--- config.mk ---
export PLATFORM = sky130hd
export DESIGN_NAME = req_issuer
export DESIGN_NICKNAME = d
export VERILOG_FILES = /design/src/rtl/req_issuer.sv
export SDC_FILE = /design/constraint.sdc
export NUM_CORES = 1
export LEC_CHECK = 0
export CAP_MARGIN = 20
export CORE_ASPECT_RATIO = 1.4
export CORE_UTILIZATION = 48
export DETAILED_ROUTE_END_ITERATION = 8
export GPL_ROUTABILITY_DRIVEN = 0
export PLACE_DENSITY = 0.89
export SLEW_MARGIN = 10
export SYNTH_ARGS = -nofsm -noshare
export SYNTH_HDL_FRONTEND = slang
export SYNTH_SLANG_ARGS = --single-unit
--- constraint.sdc ---
create_clock -name clk -period 11.4 [get_ports clk]
set_input_delay 1.71 -clock clk [delete_from_list [all_inputs] [get_ports clk]]
set_output_delay 1.71 -clock clk [all_outputs]
set_load 0.03 [all_outputs]
--- src/rtl/req_issuer.sv ---
// req_issuer: ID-tagged add/mul command issuer with tag table, backpressure and drain; optional per-ID timeout via REQ_ISSUER_TIMEOUT_EN
package req_issuer_pkg;
    typedef struct packed {
        logic        req;
        logic [2:0]  req_id;
        logic        req_type;
        logic [31:0] req_data1;
        logic [31:0] req_data2;
    } req_pkt_type;
    typedef struct packed {
        logic        rsp;
        logic [2:0]  rsp_id;
        logic [63:0] rsp_data;
    } rsp_pkt_type;
endpackage

module req_issuer
    import req_issuer_pkg::*;
#(
    parameter int MAX_OUTSTANDING = 8
`ifdef REQ_ISSUER_TIMEOUT_EN
    , parameter int TIMEOUT_CYCLES = 1024
`endif
) (
    input  logic        clk,
    input  logic        rst,
    input  logic        cmd_valid,
    output logic        cmd_ready,
    input  logic        cmd_type,
    input  logic [31:0] cmd_data1,
    input  logic [31:0] cmd_data2,
    output req_pkt_type req_out,
    input  logic        fifo_full,
    input  rsp_pkt_type rsp_in,
    output logic        res_valid,
    output logic [2:0]  res_id,
    output logic        res_type,
    output logic [63:0] res_data,
    input  logic        drain_req,
    output logic        idle,
    output logic [3:0]  outstanding,
`ifdef REQ_ISSUER_TIMEOUT_EN
    output logic        err_timeout,
`endif
    output logic        err_unexp
);

    typedef enum logic [1:0] {IDLE, ACTIVE, DRAIN, DRAINED} state_t;

    state_t     state, state_n;
    logic [7:0] busy, typ, expire;
    logic [2:0] alloc_ptr, alloc_id, scan_id;
    logic       found, accept, rsp_hit, rsp_miss;

    // Lowest free ID at or above the alloc pointer, wrapping; descending scan so the nearest wins
    always_comb begin
        found    = 1'b0;
        alloc_id = '0;
        scan_id  = '0;
        for (int i = MAX_OUTSTANDING - 1; i >= 0; i--) begin
            scan_id = 3'((int'(alloc_ptr) + i) % MAX_OUTSTANDING);
            if (!busy[scan_id]) begin
                found    = 1'b1;
                alloc_id = scan_id;
            end
        end
    end

    assign cmd_ready   = !rst && (state == IDLE || state == ACTIVE) && !drain_req && found && !fifo_full;
    assign accept      = cmd_valid && cmd_ready;
    assign rsp_hit     = rsp_in.rsp && busy[rsp_in.rsp_id];
    assign rsp_miss    = rsp_in.rsp && !busy[rsp_in.rsp_id];
    assign outstanding = 4'($countones(busy));
    assign idle        = (busy == '0) && (state == IDLE || state == DRAINED);

    // Next-state logic: drain stops intake, DRAINED holds until drain_req drops
    always_comb begin
        state_n = state;
        case (state)
            IDLE:    if (accept) state_n = ACTIVE;
            ACTIVE:  if (drain_req) state_n = DRAIN;
                     else if (outstanding == 4'd0 && !accept) state_n = IDLE;
            DRAIN:   if (outstanding == 4'd0) state_n = DRAINED;
            DRAINED: if (!drain_req) state_n = IDLE;
            default: state_n = IDLE;
        endcase
    end

`ifdef REQ_ISSUER_TIMEOUT_EN
    localparam int AW = $clog2(TIMEOUT_CYCLES + 1);
    logic [AW-1:0] age [8];

    // An ID expires on the edge its age would reach the deadline, unless its response lands that edge
    always_comb begin
        expire = '0;
        for (int i = 0; i < 8; i++)
            expire[i] = busy[i] && age[i] == AW'(TIMEOUT_CYCLES - 1) && !(rsp_hit && rsp_in.rsp_id == 3'(i));
    end

    // Age counters restart on allocation and run while the ID is busy
    always_ff @(posedge clk or posedge rst) begin
        if (rst) begin
            for (int i = 0; i < 8; i++) age[i] <= '0;
            err_timeout <= 1'b0;
        end else begin
            for (int i = 0; i < 8; i++)
                age[i] <= (accept && alloc_id == 3'(i)) ? '0 : busy[i] ? age[i] + 1'b1 : age[i];
            err_timeout <= err_timeout | (|expire);
        end
    end
`else
    assign expire = '0;
`endif

    // Tag table, alloc pointer, registered request/result outputs and sticky error
    always_ff @(posedge clk or posedge rst) begin
        if (rst) begin
            state     <= IDLE;
            busy      <= '0;
            typ       <= '0;
            alloc_ptr <= '0;
            req_out   <= '0;
            res_valid <= 1'b0;
            res_id    <= '0;
            res_type  <= 1'b0;
            res_data  <= '0;
            err_unexp <= 1'b0;
        end else begin
            state     <= state_n;
            busy      <= (busy & ~expire & ~(rsp_hit ? 8'd1 << rsp_in.rsp_id : 8'd0)) | (accept ? 8'd1 << alloc_id : 8'd0);
            if (accept) begin
                typ[alloc_id] <= cmd_type;
                alloc_ptr     <= alloc_id == 3'(MAX_OUTSTANDING - 1) ? 3'd0 : alloc_id + 3'd1;
            end
            req_out   <= accept ? {1'b1, alloc_id, cmd_type, cmd_data1, cmd_data2} : '0;
            res_valid <= rsp_hit;
            if (rsp_hit) begin
                res_id   <= rsp_in.rsp_id;
                res_type <= typ[rsp_in.rsp_id];
                res_data <= rsp_in.rsp_data;
            end
            err_unexp <= err_unexp | rsp_miss;
        end
    end

endmodule

==> flow_summary.rst <==
.. list-table::
   :header-rows: 1

   * - Metric
     - Value
   * - Run status
     - finished, final reports clean
   * - Endpoint class of the critical path
     - output pin
   * - Post-synthesis cell type with the largest combined area
     - dfrtp_1
   * - Power per cell area
     - 289.0 nW/um^2
   * - Number of synthesis warnings
     - 0
   * - Layout cells sized above 1
     - 0.1653
   * - Count of placed standard cells including taps
     - 993
   * - CTS H-tree lvls
     - 4
   * - Count of placed standard cells in the final layout, fillers left out
     - 1024
   * - Clk pwr share
     - 0.185
   * - Highest ir drop seen on vdd
     - 173.4 uV
   * - Flop2flop setup slack
     - 6.90 ns
   * - WL/cell
     - 20.21 um
   * - Synth top area share
     - 0.5495
   * - FF/Latch Area
     - 4004 um^2
   * - Total routed wirelength
     - 20700 um
   * - First-pass iteration count of the detailed router
     - 5
   * - Setup WS pre-CTS
     - 6.054 ns
   * - Sequential share of power
     - 0.281
   * - Clock transition at the registers of the reported paths
     - 0.06 ns
   * - Remaining routing DRC violations
     - 0
   * - Origin of the worst min-delay path
     - err_unexp
   * - Die width
     - 106.1 um
   * - Number of enable flip-flop cells after synthesis
     - 0
   * - Hold Fails Final Rpt
     - 0
   * - Final WS setup
     - 5.591 ns
   * - Via density per instance
     - 5.363
   * - Synth Flop Type
     - dfrtp_1
   * - Clock insertion delay at the later pin of the skew report
     - 0.42 ns
   * - Filler cells
     - 934
   * - Final count of pins violating max slew
     - 0
   * - Startpoint of the most critical register-to-register path
     - alloc_ptr[0]
   * - Die Footprint
     - 15680 um^2
   * - Die Height
     - 147.8 um
   * - Antenna diode instance count
     - 0
   * - Switching power of the nets
     - 1.318 mW
   * - Starting density of the core
     - 0.4977
   * - Post-synth net total
     - 713
   * - Setup TNS
     - 0 ns
   * - Post-synth design cell area
     - 7286 um^2
   * - Peak clock frequency supported by timing
     - 172.2 MHz
   * - Worst Max-Slew Pin Slew
     - 0.9586 ns
   * - Maximum buffer depth of the clock tree
     - 2
   * - Synth Instances
     - 555
   * - Post-CTS Setup Inserts
     - 0
   * - Largest fanout on the critical path
     - 9
   * - Critical path startpoint
     - busy[0]
   * - Portion of the post-synthesis area used by sequential elements
     - 0.5495
   * - Overall Global Routing Usage
     - 0.2781
   * - Count of standard-cell rows
     - 52
   * - Num ports
     - 283
   * - Number of clock buffers inserted by TritonCTS
     - 17
   * - Internal Pwr Total
     - 1.800 mW
   * - Data required time of the critical path
     - 9.69 ns
   * - Share of synthesized flip-flops with an asynchronous set or reset
     - 1.000
   * - Pin count of the biggest net entering global routing
     - 104
   * - Number of max-cap violations
     - 0
   * - Combinational cell fraction of total power
     - 0.534
   * - Cells taking the most area after synthesis
     - dfrtp_1, mux2_2, and2_1
   * - Area growth from synthesis to final layout
     - 48.05%
   * - Arrival @ worst endpoint
     - 4.10 ns
   * - Switching Fraction
     - 0.4228
   * - Time the worst path needs with I/O delays and setup
     - 5.809 ns
   * - Violation count after the first detailed-routing iteration
     - 269
   * - Leakage power
     - 4.698 nW
   * - Total power after layout
     - 3.118 mW
   * - Remaining max-slew budget at the tightest pin
     - 0.3609
   * - Final setup violation count
     - 0
   * - Number of flip-flops and latches in the synthesized netlist
     - 160
   * - Count of different cell masters after synthesis
     - 54
   * - Synthesized area per cell
     - 13.13 um^2
   * - Setup repair after global routing missed its margin
     - false
   * - Final #Nets
     - 981
   * - Hpwl dp
     - 15300 um
   * - Cts hold-fix bufs
     - 0
   * - Number of global-route vias before repair
     - 6122
   * - Resized Gates After CTS
     - 0
   * - Multi-input gate area
     - 3013 um^2
   * - Worst setup path class
     - register to output pin
   * - PortBufs
     - 282
   * - Worst-case hold slack
     - 0.4600 ns
   * - First-pass GRT wire length
     - 32860 um
   * - Buffer cell driving the clock tree root
     - clkbuf_16
   * - Skew final
     - 0.01481 ns
   * - Fin crit share
     - 0.5095
   * - Antenna-violating nets left
     - 0
   * - Placeable Area
     - 14640 um^2
   * - Total grt overflow
     - 0
   * - Category of the worst setup path launch point
     - register
   * - Class of the tightest hold or removal check
     - register to register
   * - TritonCTS clock tree
     - yes
   * - Number of clock sinks
     - 160
   * - Via total after detailed routing
     - 5492
   * - Number of antenna violations at the first check in global routing
     - 0
power groups by stage:
stage | registers (mW) | logic [mW] | clock network [mW]
after detailed placement | 0.881 | 1.65 | 0
final | 0.876 | 1.66 | 0.578
after floorplan | 1.08 | 0.877 | 0
after global placement | 0.863 | 1.61 | 0
after global routing | 0.901 | 1.76 | 0.609
after CTS | 0.876 | 1.66 | 0.585
routing by layer:
| metal | wire length (um) | up-vias | global-route usage |
|---|---|---|---|
| met5 | 0 | - | 0 |
| met4 | 852 | 0 | 0.1368 |
| met3 | 1658 | 57 | 0.08642 |
| met2 | 11480 | 274 | 0.5091 |
| met1 | 6705 | 2700 | 0.2817 |
| li1 | - | 2461 | - |
Yosys cell counts, types with 4 or more instances:
cell type and count:
nand2b_1 6, buf_6 4, o211ai_1 4, o22ai_1 4, mux2_2 74, nand2_1 23
dfrtp_1 160, o31ai_1 4, clkbuf_1 20, buf_2 11, nor3_1 6, fa_1 4
nand3_1 4, mux4_2 16, mux2_1 8, nor4_1 7, inv_1 25, o21ai_0 16
o21a_1 4, a21oi_1 8, mux2i_1 14, ha_1 16, and2_1 66, nor2_1 9
path summary, 6_finish.rpt:
| check | end | depth (start not counted) |
|---|---|---|
| setup / recovery | outstanding[2] | 10 |
| hold / removal | err_unexp | 1 |
| setup reg to reg | alloc_ptr[2] | 10 |
| hold reg to reg | err_unexp | 1 |
| max in group asynchronous | req_out[60] | 3 |
| min in group asynchronous | req_out[57] | 2 |
final cells by class:
type / instances / area share
Inverter: 27 / 0.009860
Tap cell: 189 / 0.02192
Sequential cell: 160 / 0.3712
Clock buffer: 18 / 0.04071
Timing Repair Buffer: 284 / 0.2631
Multi-Input combinational cell: 333 / 0.2793
Clock inverter: 13 / 0.01392
metrics by stage:
| stage | util | area, um^2 |
|---|---|---|
| floorplan | - | 7286 |
| finish | 0.7368 | 10790 |
| detailed placement | 0.6966 | 10200 |
| global placement | 0.6966 | 10200 |
| CTS | 0.7368 | 10790 |
| global route | 0.7368 | 10790 |
registers in the layout (all words and copies together) (netlist names), named ones only:
register   flops
res_valid      1
res_type       1
err_unexp      1
typ            8
busy           8
state          1
res_id         3
res_data      64
alloc_ptr      3
req_out       69
worst max-delay path, cell delays in order, from the launching register on:
cell	delay (ns)
dfrtp_1	0.51
inv_1	0.16
fa_1	0.57
fa_1	0.42
fa_1	0.45
inv_1	0.07
ha_1	0.16
inv_1	0.06
fa_1	0.37
xnor2_1	0.20
clkdlybuf4s50_1	0.72
layout by cell type, fill, tap and decap left out, types with 3 or more instances in the layout:
cell / netlist / layout
inv_6: 0 / 7
o21ai_0: 16 / 16
nor4_1: 7 / 7
mux4_2: 16 / 16
nor3_1: 6 / 6
clkinv_2: 0 / 3
xor2_1: 3 / 3
nand2_1: 23 / 23
mux2i_1: 14 / 14
nand3_1: 4 / 4
fa_1: 4 / 4
nor2_1: 9 / 9
o22ai_1: 4 / 4
nor2b_1: 3 / 3
o211ai_1: 4 / 4
dfrtp_1: 160 / 160
nand2b_1: 6 / 5
mux2_2: 74 / 74
ha_1: 16 / 16
nand4_1: 3 / 3
o31ai_1: 4 / 4
mux2_1: 8 / 8
clkbuf_16: 0 / 17
inv_1: 25 / 23
a21oi_1: 8 / 8
o21a_1: 4 / 4
clkdlybuf4s50_1: 0 / 282
and2_1: 66 / 66
logic make-up (layout without fill, tap and decap cells):
group,Yosys count,after routing,share of synthesized area
xor+xnor,4,4,0.004809
compound gates,60,60,0.06114
buf+inv,62,342,0.03795
fa+ha+maj,20,20,0.03847
mux,114,114,0.2011
simple gates,135,135,0.1070
flops,160,160,0.5495
Power figures use the tool's default switching activity.
